File: src/rtl/pe_ctrl_pkg.sv
// Shared types and constants for the dot-product PE sequencer.
package pe_ctrl_pkg;

    typedef enum logic [1:0] {
        IDLE  = 2'd0,
        ISSUE = 2'd1,
        DRAIN = 2'd2,
        DONE  = 2'd3
    } state_t;

    localparam int PE_LAT = 3;
    localparam int RD_LAT = 1;
    localparam int PSUM_W = 25;

    // Flags that travel alongside each operand read until its p_sum appears.
    typedef struct packed {
        logic valid;
        logic first;
        logic last;
    } tag_t;

endpackage

File: src/rtl/pe_out_fifo.sv
// Small synchronous FIFO with first-word-fall-through head and occupancy count.
module pe_out_fifo #(
    parameter int DEPTH = 4,
    parameter int WIDTH = 32,
    localparam int AW = $clog2(DEPTH),
    localparam int CW = AW + 1
) (
    input  logic             clk,
    input  logic             rst_n,
    input  logic             push,
    input  logic [WIDTH-1:0] push_data,
    input  logic             pop,
    output logic [WIDTH-1:0] head,
    output logic [CW-1:0]    count,
    output logic             full,
    output logic             empty
);

    localparam logic [CW-1:0] DEPTH_C = CW'(DEPTH);
    localparam logic [CW-1:0] CNT_ONE = CW'(1);
    localparam logic [AW-1:0] PTR_ONE = AW'(1);

    logic [WIDTH-1:0] mem [DEPTH];
    logic [AW-1:0]    wr_ptr;
    logic [AW-1:0]    rd_ptr;
    logic             do_push;
    logic             do_pop;

    assign full    = (count == DEPTH_C);
    assign empty   = (count == '0);
    assign do_push = push && !full;
    assign do_pop  = pop && !empty;
    // An empty FIFO presents zero rather than stale storage.
    assign head    = empty ? '0 : mem[rd_ptr];

    // Pointer and occupancy bookkeeping; push and pop may coincide.
    always_ff @(posedge clk or negedge rst_n) begin
        if (!rst_n) begin
            wr_ptr <= '0;
            rd_ptr <= '0;
            count  <= '0;
        end else begin
            if (do_push) wr_ptr <= wr_ptr + PTR_ONE;
            if (do_pop)  rd_ptr <= rd_ptr + PTR_ONE;
            case ({do_push, do_pop})
                2'b10:   count <= count + CNT_ONE;
                2'b01:   count <= count - CNT_ONE;
                default: count <= count;
            endcase
        end
    end

    // Storage write; contents need no reset since the count gates the head.
    always_ff @(posedge clk) begin
        if (do_push) mem[wr_ptr] <= push_data;
    end

endmodule

File: src/rtl/pe_seq_ctrl.sv
// Sequencer for the 4-tap PE: issues operand reads under FIFO credit,
// tracks in-flight reads with a tag pipeline and accumulates per output.
module pe_seq_ctrl
    import pe_ctrl_pkg::*;
#(
    parameter int GRP_W      = 8,
    parameter int OUT_W      = 16,
    parameter int ACC_W      = 32,
    parameter int PIPE_LAT   = RD_LAT + PE_LAT,
    parameter int FIFO_DEPTH = 4
) (
    input  logic                     clk,
    input  logic                     rst_n,
    input  logic                     start,
    input  logic [GRP_W-1:0]         cfg_groups,
    input  logic [OUT_W-1:0]         cfg_outputs,
    output logic                     busy,
    output logic                     done,
    output logic                     rd_en,
    output logic [GRP_W-1:0]         rd_grp,
    output logic [OUT_W-1:0]         rd_out,
    input  logic signed [PSUM_W-1:0] p_sum,
    output logic                     out_valid,
    output logic [ACC_W-1:0]         out_data,
    input  logic                     out_ready
);

    localparam int CNT_W = $clog2(FIFO_DEPTH) + 1;
    localparam logic [CNT_W:0]   DEPTH_V = (CNT_W + 1)'(FIFO_DEPTH);
    localparam logic [CNT_W-1:0] CNT_ONE = CNT_W'(1);
    localparam logic [GRP_W-1:0] GRP_ONE = GRP_W'(1);
    localparam logic [OUT_W-1:0] OUT_ONE = OUT_W'(1);

    function automatic logic signed [ACC_W-1:0] sext(input logic signed [PSUM_W-1:0] v);
        return {{(ACC_W - PSUM_W){v[PSUM_W-1]}}, v};
    endfunction

    state_t                  state;
    state_t                  next_state;
    logic [GRP_W-1:0]        groups_q;
    logic [GRP_W-1:0]        g;
    logic [OUT_W-1:0]        outputs_q;
    logic [OUT_W-1:0]        o;
    logic signed [ACC_W-1:0] acc;
    logic signed [ACC_W-1:0] sum;
    tag_t                    tag_pipe [0:PIPE_LAT];
    logic [CNT_W-1:0]        inflight_last;
    logic [CNT_W-1:0]        fifo_count;
    logic [CNT_W:0]          occupancy;
    logic                    last_grp;
    logic                    last_out;
    logic                    blocked;
    logic                    issue;
    logic                    pipe_busy;
    logic                    busy_d;
    logic                    done_d;
    logic                    push;
    logic                    pop;
    logic                    fifo_full;
    logic                    fifo_empty;

    assign last_grp  = (g == groups_q - GRP_ONE);
    assign last_out  = (o == outputs_q - OUT_ONE);
    // Every last-group read must own a FIFO slot by the time its sum lands,
    // because the PE cannot be stalled once the read is issued.
    assign occupancy = {1'b0, fifo_count} + {1'b0, inflight_last};
    assign blocked   = last_grp && (fifo_full || occupancy >= DEPTH_V);
    assign rd_en     = tag_pipe[0].valid;
    assign out_valid = !fifo_empty;
    assign pop       = out_ready && !fifo_empty;

    // Any read still travelling towards the PE output.
    always_comb begin
        pipe_busy = 1'b0;
        for (int i = 0; i <= PIPE_LAT; i++) pipe_busy = pipe_busy | tag_pipe[i].valid;
    end

    // State register.
    always_ff @(posedge clk or negedge rst_n) begin
        if (!rst_n) state <= IDLE;
        else        state <= next_state;
    end

    // Next-state logic.
    always_comb begin
        next_state = state;
        case (state)
            IDLE:    if (start) next_state = (cfg_outputs == '0) ? DONE : ISSUE;
            ISSUE:   if (!blocked && last_grp && last_out) next_state = DRAIN;
            DRAIN:   if (!pipe_busy) next_state = DONE;
            DONE:    next_state = IDLE;
            default: next_state = IDLE;
        endcase
    end

    // FSM outputs: read issue and the next values of busy/done.
    always_comb begin
        issue  = (state == ISSUE) && !blocked;
        busy_d = (next_state != IDLE);
        done_d = (state == DONE);
    end

    // Accumulate the sum arriving with the oldest tag; first group restarts it.
    always_comb begin
        push = tag_pipe[PIPE_LAT].valid && tag_pipe[PIPE_LAT].last;
        sum  = tag_pipe[PIPE_LAT].first ? sext(p_sum) : acc + sext(p_sum);
    end

    // Run configuration, group/output counters, read address and credit tracking.
    always_ff @(posedge clk or negedge rst_n) begin
        if (!rst_n) begin
            busy          <= 1'b0;
            done          <= 1'b0;
            groups_q      <= '0;
            outputs_q     <= '0;
            g             <= '0;
            o             <= '0;
            rd_grp        <= '0;
            rd_out        <= '0;
            inflight_last <= '0;
        end else begin
            busy <= busy_d;
            done <= done_d;
            if (state == IDLE && start) begin
                groups_q  <= (cfg_groups == '0) ? GRP_ONE : cfg_groups;
                outputs_q <= cfg_outputs;
                g         <= '0;
                o         <= '0;
            end
            if (issue) begin
                rd_grp <= g;
                rd_out <= o;
                if (last_grp) begin
                    g <= '0;
                    o <= o + OUT_ONE;
                end else begin
                    g <= g + GRP_ONE;
                end
            end
            case ({issue && last_grp, push})
                2'b10:   inflight_last <= inflight_last + CNT_ONE;
                2'b01:   inflight_last <= inflight_last - CNT_ONE;
                default: inflight_last <= inflight_last;
            endcase
        end
    end

    // Tag pipeline: slot 0 rides with rd_en, slot PIPE_LAT lines up with p_sum.
    always_ff @(posedge clk or negedge rst_n) begin
        if (!rst_n) begin
            for (int i = 0; i <= PIPE_LAT; i++) tag_pipe[i] <= '0;
        end else begin
            tag_pipe[0] <= '{valid: issue, first: issue && (g == '0), last: issue && last_grp};
            for (int i = 1; i <= PIPE_LAT; i++) tag_pipe[i] <= tag_pipe[i-1];
        end
    end

    // Accumulator register; idle tag slots leave it untouched.
    always_ff @(posedge clk or negedge rst_n) begin
        if (!rst_n)                      acc <= '0;
        else if (tag_pipe[PIPE_LAT].valid) acc <= sum;
    end

    pe_out_fifo #(
        .DEPTH (FIFO_DEPTH),
        .WIDTH (ACC_W)
    ) u_fifo (
        .clk       (clk),
        .rst_n     (rst_n),
        .push      (push),
        .push_data (sum),
        .pop       (pop),
        .head      (out_data),
        .count     (fifo_count),
        .full      (fifo_full),
        .empty     (fifo_empty)
    );

endmodule

File: config.mk
export PLATFORM = sky130hd
export DESIGN_NAME = pe_seq_ctrl
export DESIGN_NICKNAME = d
export VERILOG_FILES = /design/src/rtl/pe_ctrl_pkg.sv /design/src/rtl/pe_out_fifo.sv /design/src/rtl/pe_seq_ctrl.sv
export SDC_FILE = /design/constraint.sdc
export NUM_CORES = 1
export LEC_CHECK = 0
export CAP_MARGIN = 10
export CORE_UTILIZATION = 45
export CTS_BUF_LIST = sky130_fd_sc_hd__clkbuf_2
export DETAILED_ROUTE_END_ITERATION = 8
export HOLD_SLACK_MARGIN = 0.15
export SLEW_MARGIN = 20
export SYNTH_ARGS = -nofsm -noshare
export SYNTH_HDL_FRONTEND = slang
export SYNTH_HIERARCHICAL = 1
export SYNTH_SLANG_ARGS = --single-unit
File: constraint.sdc
create_clock -name clk -period 5.7 [get_ports clk]
set_input_delay 0.57 -clock clk [delete_from_list [all_inputs] [get_ports clk]]
set_output_delay 0.57 -clock clk [all_outputs]
set_load 0.1 [all_outputs]
==> metrics.yaml, run 1 <==
run_status:
  status: "finished, final reports clean"
yosys:
  syn-num-nets: 1160
  synth-seq-cells: 261
  seq_area_frac_synth_pct: 55.41
  avgSynthCellArea_um2: 12.21
  synth_top_cell_by_area: "edfxtp_1"
  synth_area_leaders: "edfxtp_1 (30%), dfrtp_1 (26%), mux4_2 (5.2%), mux2_2 (4.5%), ha_1 (4.3%)"
  ys_types: 62
  synth_warnings: 6
  async_flop_share_pct: 50.96
  synth_top_area_share_pct: 29.70
  syn-cell-area_um2: 12940
  ys.flop_type: "dfrtp_1"
  syn_inst: 1060
  synth_edf_count: 128
setup_path:
  r2r_setup_slack_ns: 2.39
  r2r_cells: 7
  worstSetupStartpointType: "flip-flop"
  r2r-start: "groups_q[2]"
  worstPathArrival_ns: 3.78
  worstPathRequired_ns: 5.13
  crit_path_end_kind: "primary output"
  timing.rr.end: "rd_out[0]"
  criticalPathCategory: "flip-flop to primary output"
  cp_max_fo: 25
clock_network:
  clk_latency_ns: 0.79
  cts_sinks: 261
  cts_tree: "done"
  clkTransAtPathRegs_ns: 0.10
  cts-root-buf: "clkbuf_2"
  htree_levels: 3
  cts_made_buffers: 70
  cts_buffer_depth: 3
floorplanning:
  die_w_um: 171.6
  die_h_um: 171.6
  row_count: 61
  die_area_um2: 29440
  io_pins: 113
  core_um2: 28010
  start_util_pct: 46.21
place:
  post-place-ws_ns: 1.736
  gp_congestion: 0.8433
  place_area_um2: 14420
  hpwl_um: 18580
  dp.cells: 1519
  port_buffers: 112
drt:
  wl_per_cell_um: 16.81
  drt_iter0_markers: 499
  route.detailed.vias_per_inst: 5.252
  dr.pass1.iters: 4
  wl_um: 27660
  drc_errors: 0
  via_count: 8645
  ant_nets: 0
power_and_ir_drop:
  power.leakage_nw: 6.097
  pwr_density_cell_nw_per_um2: 581.4
  power_mw: 8.775
  peakVddDrop_mv: 0.4359
timing:
  tightest_slew_ns: 1.046
  rsz0062_at_grt: "false"
  tns_ns: 0
  setup_viol: 0
  final.period_utilization_pct: 76.39
  whs_ns: 0.3407
  max_slew_margin_pct: 30.02
  setup_slack_ns: 1.346
  skew_ns: 0.04726
  hold_viol_final: 0
  period_minus_slack_ns: 4.354
  slew_violations: 0
  fmaxAchievable_ghz: 0.2297
global_routing:
  grt_pass1_wl_um: 45710
  grt_max_degree: 91
  grt_usage_pct: 19.96
  antenna_found_initial: 1
  grt-ovfl-total: 0
  grt_pass1_vias: 9025
finish:
  design_area_um2: 15090
  area_growth_pct: 16.62
  final_cells: 1646
  final_cell_mix: "nand2_1 (139), dfrtp_1 (132), edfxtp_1 (128)"
  drive_gt1_share_pct: 17.61
  fin_nets: 1314
  layout_commonest_cell: "nand2_1"
  fin_util_pct: 53.88
hold_path:
  min_to: "tag_pipe[4]"
  worstHoldStart: "tag_pipe[7]"
  hold_depth: 0
  hp-class: "flip-flop to flip-flop"
run:
  max_cap_violations: 0
-- worst max path at each step --
| stage | start | end | slack, ns | cells past startpoint |
|---|---|---|---|---|
| 6_report | u_fifo/rd_ptr[0] | out_data[21] | 1.35 | 4 |
| 5_1_grt | u_fifo/rd_ptr[1] | out_data[0] | 1.03 | 4 |
| 4_1_cts | u_fifo/rd_ptr[1] | out_data[7] | 1.15 | 4 |
| 3_5_place_dp | p_sum[24] | u_fifo/mem[0][31] | 1.74 | 11 |
| 3_3_place_gp | p_sum[24] | u_fifo/mem[0][31] | 1.80 | 11 |
| 2_1_floorplan | p_sum[0] | acc[24] | 2.80 | 12 |
-- layout make-up --
class	instances	area [µm²]
Tap cell	378	473.0
Inverter	31	117.6
Clock buffer	110	550.5
Multi-Input combinational cell	724	5436
Clock inverter	14	107.6
Timing Repair Buffer	126	1230
Sequential cell	261	7173
Antenna cell	2	5.005
Fill cell	2511	12920
-- kinds of logic (layout without fill, tap and decap cells) --
logic type,after synthesis,in the layout,synth area share [%]
DFF,261,261,55.41
AOI/OAI and AO/OA,183,183,8.594
muxes,100,100,11.39
adders and majority gates,47,47,4.718
xor gates and xnor gates,69,69,4.669
and+or+nand+nor,325,325,12.59
other,0,2,0
buffers and inverters,75,281,2.630
-- sequential cells by signal, indices dropped and copies added (netlist names) --
signal	cells
g	8
u_fifo/mem	128
rd_en	1
busy	1
groups_q	8
inflight_last	3
u_fifo/count	3
rd_out	16
u_fifo/wr_ptr	2
tag_pipe	14
state	2
rd_grp	8
u_fifo/rd_ptr	2
done	1
o	16
outputs_q	16
acc	32
-- report_power, final --
group,internal (mW),switching [mW]
registers,2.62,0.330
clock network,0.596,0.746
logic,1.52,2.97
total,4.73,4.04
-- synthesized netlist by cell type, drive strengths merged, types with 15 or more instances --
master / count
a21o: 18
a21oi: 36
clkbuf: 32
dfrtp: 133
edfxtp: 128
ha: 44
inv: 30
mux2: 52
mux2i: 16
mux4: 32
nand2: 139
nand3: 16
nor2: 42
nor2b: 37
nor3: 15
nor4: 15
o21ai: 76
xnor2: 36
xor2: 33
-- worst max-delay path, cell delays in order, from the launching register on --
cell             delay (ns)
dfrtp_2                0.96
buf_4                  0.37
mux4_2                 0.51
nor2b_1                0.14
clkdlybuf4s50_1        0.98
-- what timing repair did --
item,CTS,global route
buffers inserted,0,0
hold buffers,1,0
gates resized for setup,0,0
hold endpoints to repair,89,0
-- metal layers --
metal	part of all wire (%)	vias to the layer above	global-route usage, %
met5	0	-	0
met4	1.7	0	6.716
met3	4.9	40	4.533
met2	49	186	33.66
met1	45	4202	25.28
li1	-	4217	-
Note: power is estimated with default switching activity, not from simulation.
==> run 2, diff against run 1 <==
- clock period: 5.7 -> 4.2 ns (I/O delays scaled with it)
==> metrics.yaml, run 2 (same netlist as run 1, synthesis figures left out) <==
floorplanning:
  start_util_pct: 46.21  # unchanged
  die_w_um: 171.6  # unchanged
  row_count: 61  # unchanged
  die_area_um2: 29440  # unchanged
  die_h_um: 171.6  # unchanged
  core_um2: 28010  # unchanged
  io_pins: 113  # unchanged
hold_path:
  hp-class: "input pin to flip-flop"
drt:
  wl_per_cell_um: 17.04  # +1.4%
  route.detailed.vias_per_inst: 5.212  # -0.77%
  ant_nets: 0  # unchanged
  drc_errors: 0  # unchanged
  drt_iter0_markers: 488  # -2.2%
  dr.pass1.iters: 5  # +1
  via_count: 8683  # +0.44%
  wl_um: 28390  # +2.6%
setup_path:
  worstSetupStartpointType: "flip-flop"
  cp_max_fo: 22  # -12%
  criticalPathCategory: "flip-flop to primary output"
  worstPathRequired_ns: 3.78  # -1.35 ns
  crit_path_end_kind: "primary output"
  worstPathArrival_ns: 3.00  # -0.78 ns
clock_network:
  htree_levels: 3  # unchanged
  cts_buffer_depth: 3  # unchanged
  cts_made_buffers: 70  # unchanged
  clkTransAtPathRegs_ns: 0.10  # about the same
  cts_resized: 0  # unchanged
  clk_latency_ns: 0.83  # +0.04 ns
  cts_sinks: 261  # unchanged
  cts_tree: "done"
  cts-root-buf: "clkbuf_2"
power_and_ir_drop:
  p_clk_share_pct: 15.4  # about the same
  pwr_density_cell_nw_per_um2: 782.2  # +35%
  power.switching_mw: 5.538  # +37%
  peakVddDrop_mv: 0.5857  # +34%
  switching_share_pct: 46.60  # +0.52 points
  internal_power_mw: 6.346  # +34%
  power.share.combinational_pct: 51.0  # -0.2 points
  power.leakage_nw: 6.208  # +1.8%
  power_frac_seq_pct: 33.6  # about the same
finish:
  largest_register_ffs: 128  # unchanged
  final_cell_mix: "nand2_1 (139), dfrtp_1 (132), edfxtp_1 (128)"
  layout_commonest_cell: "nand2_1"
  drive_gt1_share_pct: 19.89  # +2.3 points
  top_register: "u_fifo/mem"
  fin_nets: 1333  # +1.4%
  final_cells: 1666  # +1.2%
  top_regs: "u_fifo/mem x128, acc x32"
  area_growth_pct: 17.39
timing:
  max_slew_margin_pct: 29.54  # -0.48 points
  final.period_utilization_pct: 81.51
  rsz0062_at_grt: "false"
  tightest_slew_ns: 1.054  # +0.007132 ns
  period_minus_slack_ns: 3.423
  fmaxAchievable_ghz: 0.2921
  setup_viol: 0  # unchanged
  hold_viol_final: 0  # unchanged
  slew_violations: 0  # unchanged
  tns_ns: 0  # unchanged
  skew_ns: 0.08012  # +0.03286 ns
place:
  port_buffers: 112  # unchanged
  hpwl_um: 19120  # +2.9%
  gp_congestion: 0.8470  # +0.44%
  dp.cells: 1523  # +0.26%
global_routing:
  grt_usage_pct: 20.21  # +0.25 points
  grt_pass1_wl_um: 46020  # +0.68%
  antenna_found_initial: 1  # unchanged
  grt_pass1_vias: 8976  # -0.54%
  grt_max_degree: 57  # -37%
  grt-ovfl-total: 0  # unchanged
run_status:
  status: "finished, final reports clean"
run:
  max_cap_violations: 0  # unchanged
==> run 2: power groups by stage <==
| stage | combinational [mW] | clock (mW) | sequential [mW] |
|---|---|---|---|
| 3_5_place_dp | 6.09 | 0 | 4.06 |
| 2_1_floorplan | 4.52 | 0 | 4.24 |
| 3_3_place_gp | 6.01 | 0 | 4.05 |
| 4_1_cts | 6.12 | 1.90 | 4.01 |
| 5_1_grt | 6.56 | 2.04 | 4.06 |
| 6_report | 6.06 | 1.83 | 3.99 |
==> run 2: path summary, 6_finish.rpt <==
kind	from	endpoint	slack [ns]	cells past startpoint
min in group asynchronous	rst_n	o[9]	0.67	3
max reg2reg	groups_q[2]	rd_out[0]	0.90	7
min reg2reg	tag_pipe[6]	tag_pipe[3]	0.35	0
min	cfg_outputs[7]	outputs_q[7]	0.23	3
max	u_fifo/rd_ptr[0]	out_data[15]	0.78	4
max in group asynchronous	rst_n	u_fifo/rd_ptr[0]	1.74	4
==> run 2: metrics by stage <==
stage / hold WS (ns) / util (%) / total power [mW] / cell area [µm²] / setup WS [ns]
final: 0.2279 / 54.24 / 11.88 / 15190 / 0.7767
after global routing: 0.2000 / 54.24 / 12.66 / 15190 / 0.5604
after CTS: 0.1511 / 54.23 / 12.02 / 15190 / 0.6262
after detailed placement: 0.3363 / 51.30 / 10.14 / 14370 / 0.4368
after global placement: 0.3334 / 51.30 / 10.06 / 14370 / 0.4698
after floorplan: 0.1244 / - / 8.759 / 12940 / 1.310
==> run 2: timing repair <==
item,4_1_cts,5_1_grt
buffers inserted,0,0
endpoints found under the hold margin,86,0
hold buffers,16,0
==> run 2: area by class of cell <==
cell class,instances,area [µm²]
clock inverters,22,140.1
inverters,31,117.6
repair buffers,145,1330
fillers,2482,12820
well taps,378,473.0
multi-input cells,724,5436
clock buffers,104,520.5
diodes,1,2.502
flip-flops and latches,261,7173
==> run 2: per-layer routing <==
metal	up-vias	routed length, µm	GRT usage (%)
li1	4249	-	-
met1	4198	12620	25.52
met2	189	13830	34.15
met3	47	1383	4.073
met4	0	560	7.725
met5	-	0	0
==> run 2: worst max-delay path, stage by stage (launching register included) <==
cell and delay [ns]:
dfrtp_2 0.89, buf_4 0.34, mux4_2 0.52, and2b_1 0.17
buf_4 0.22
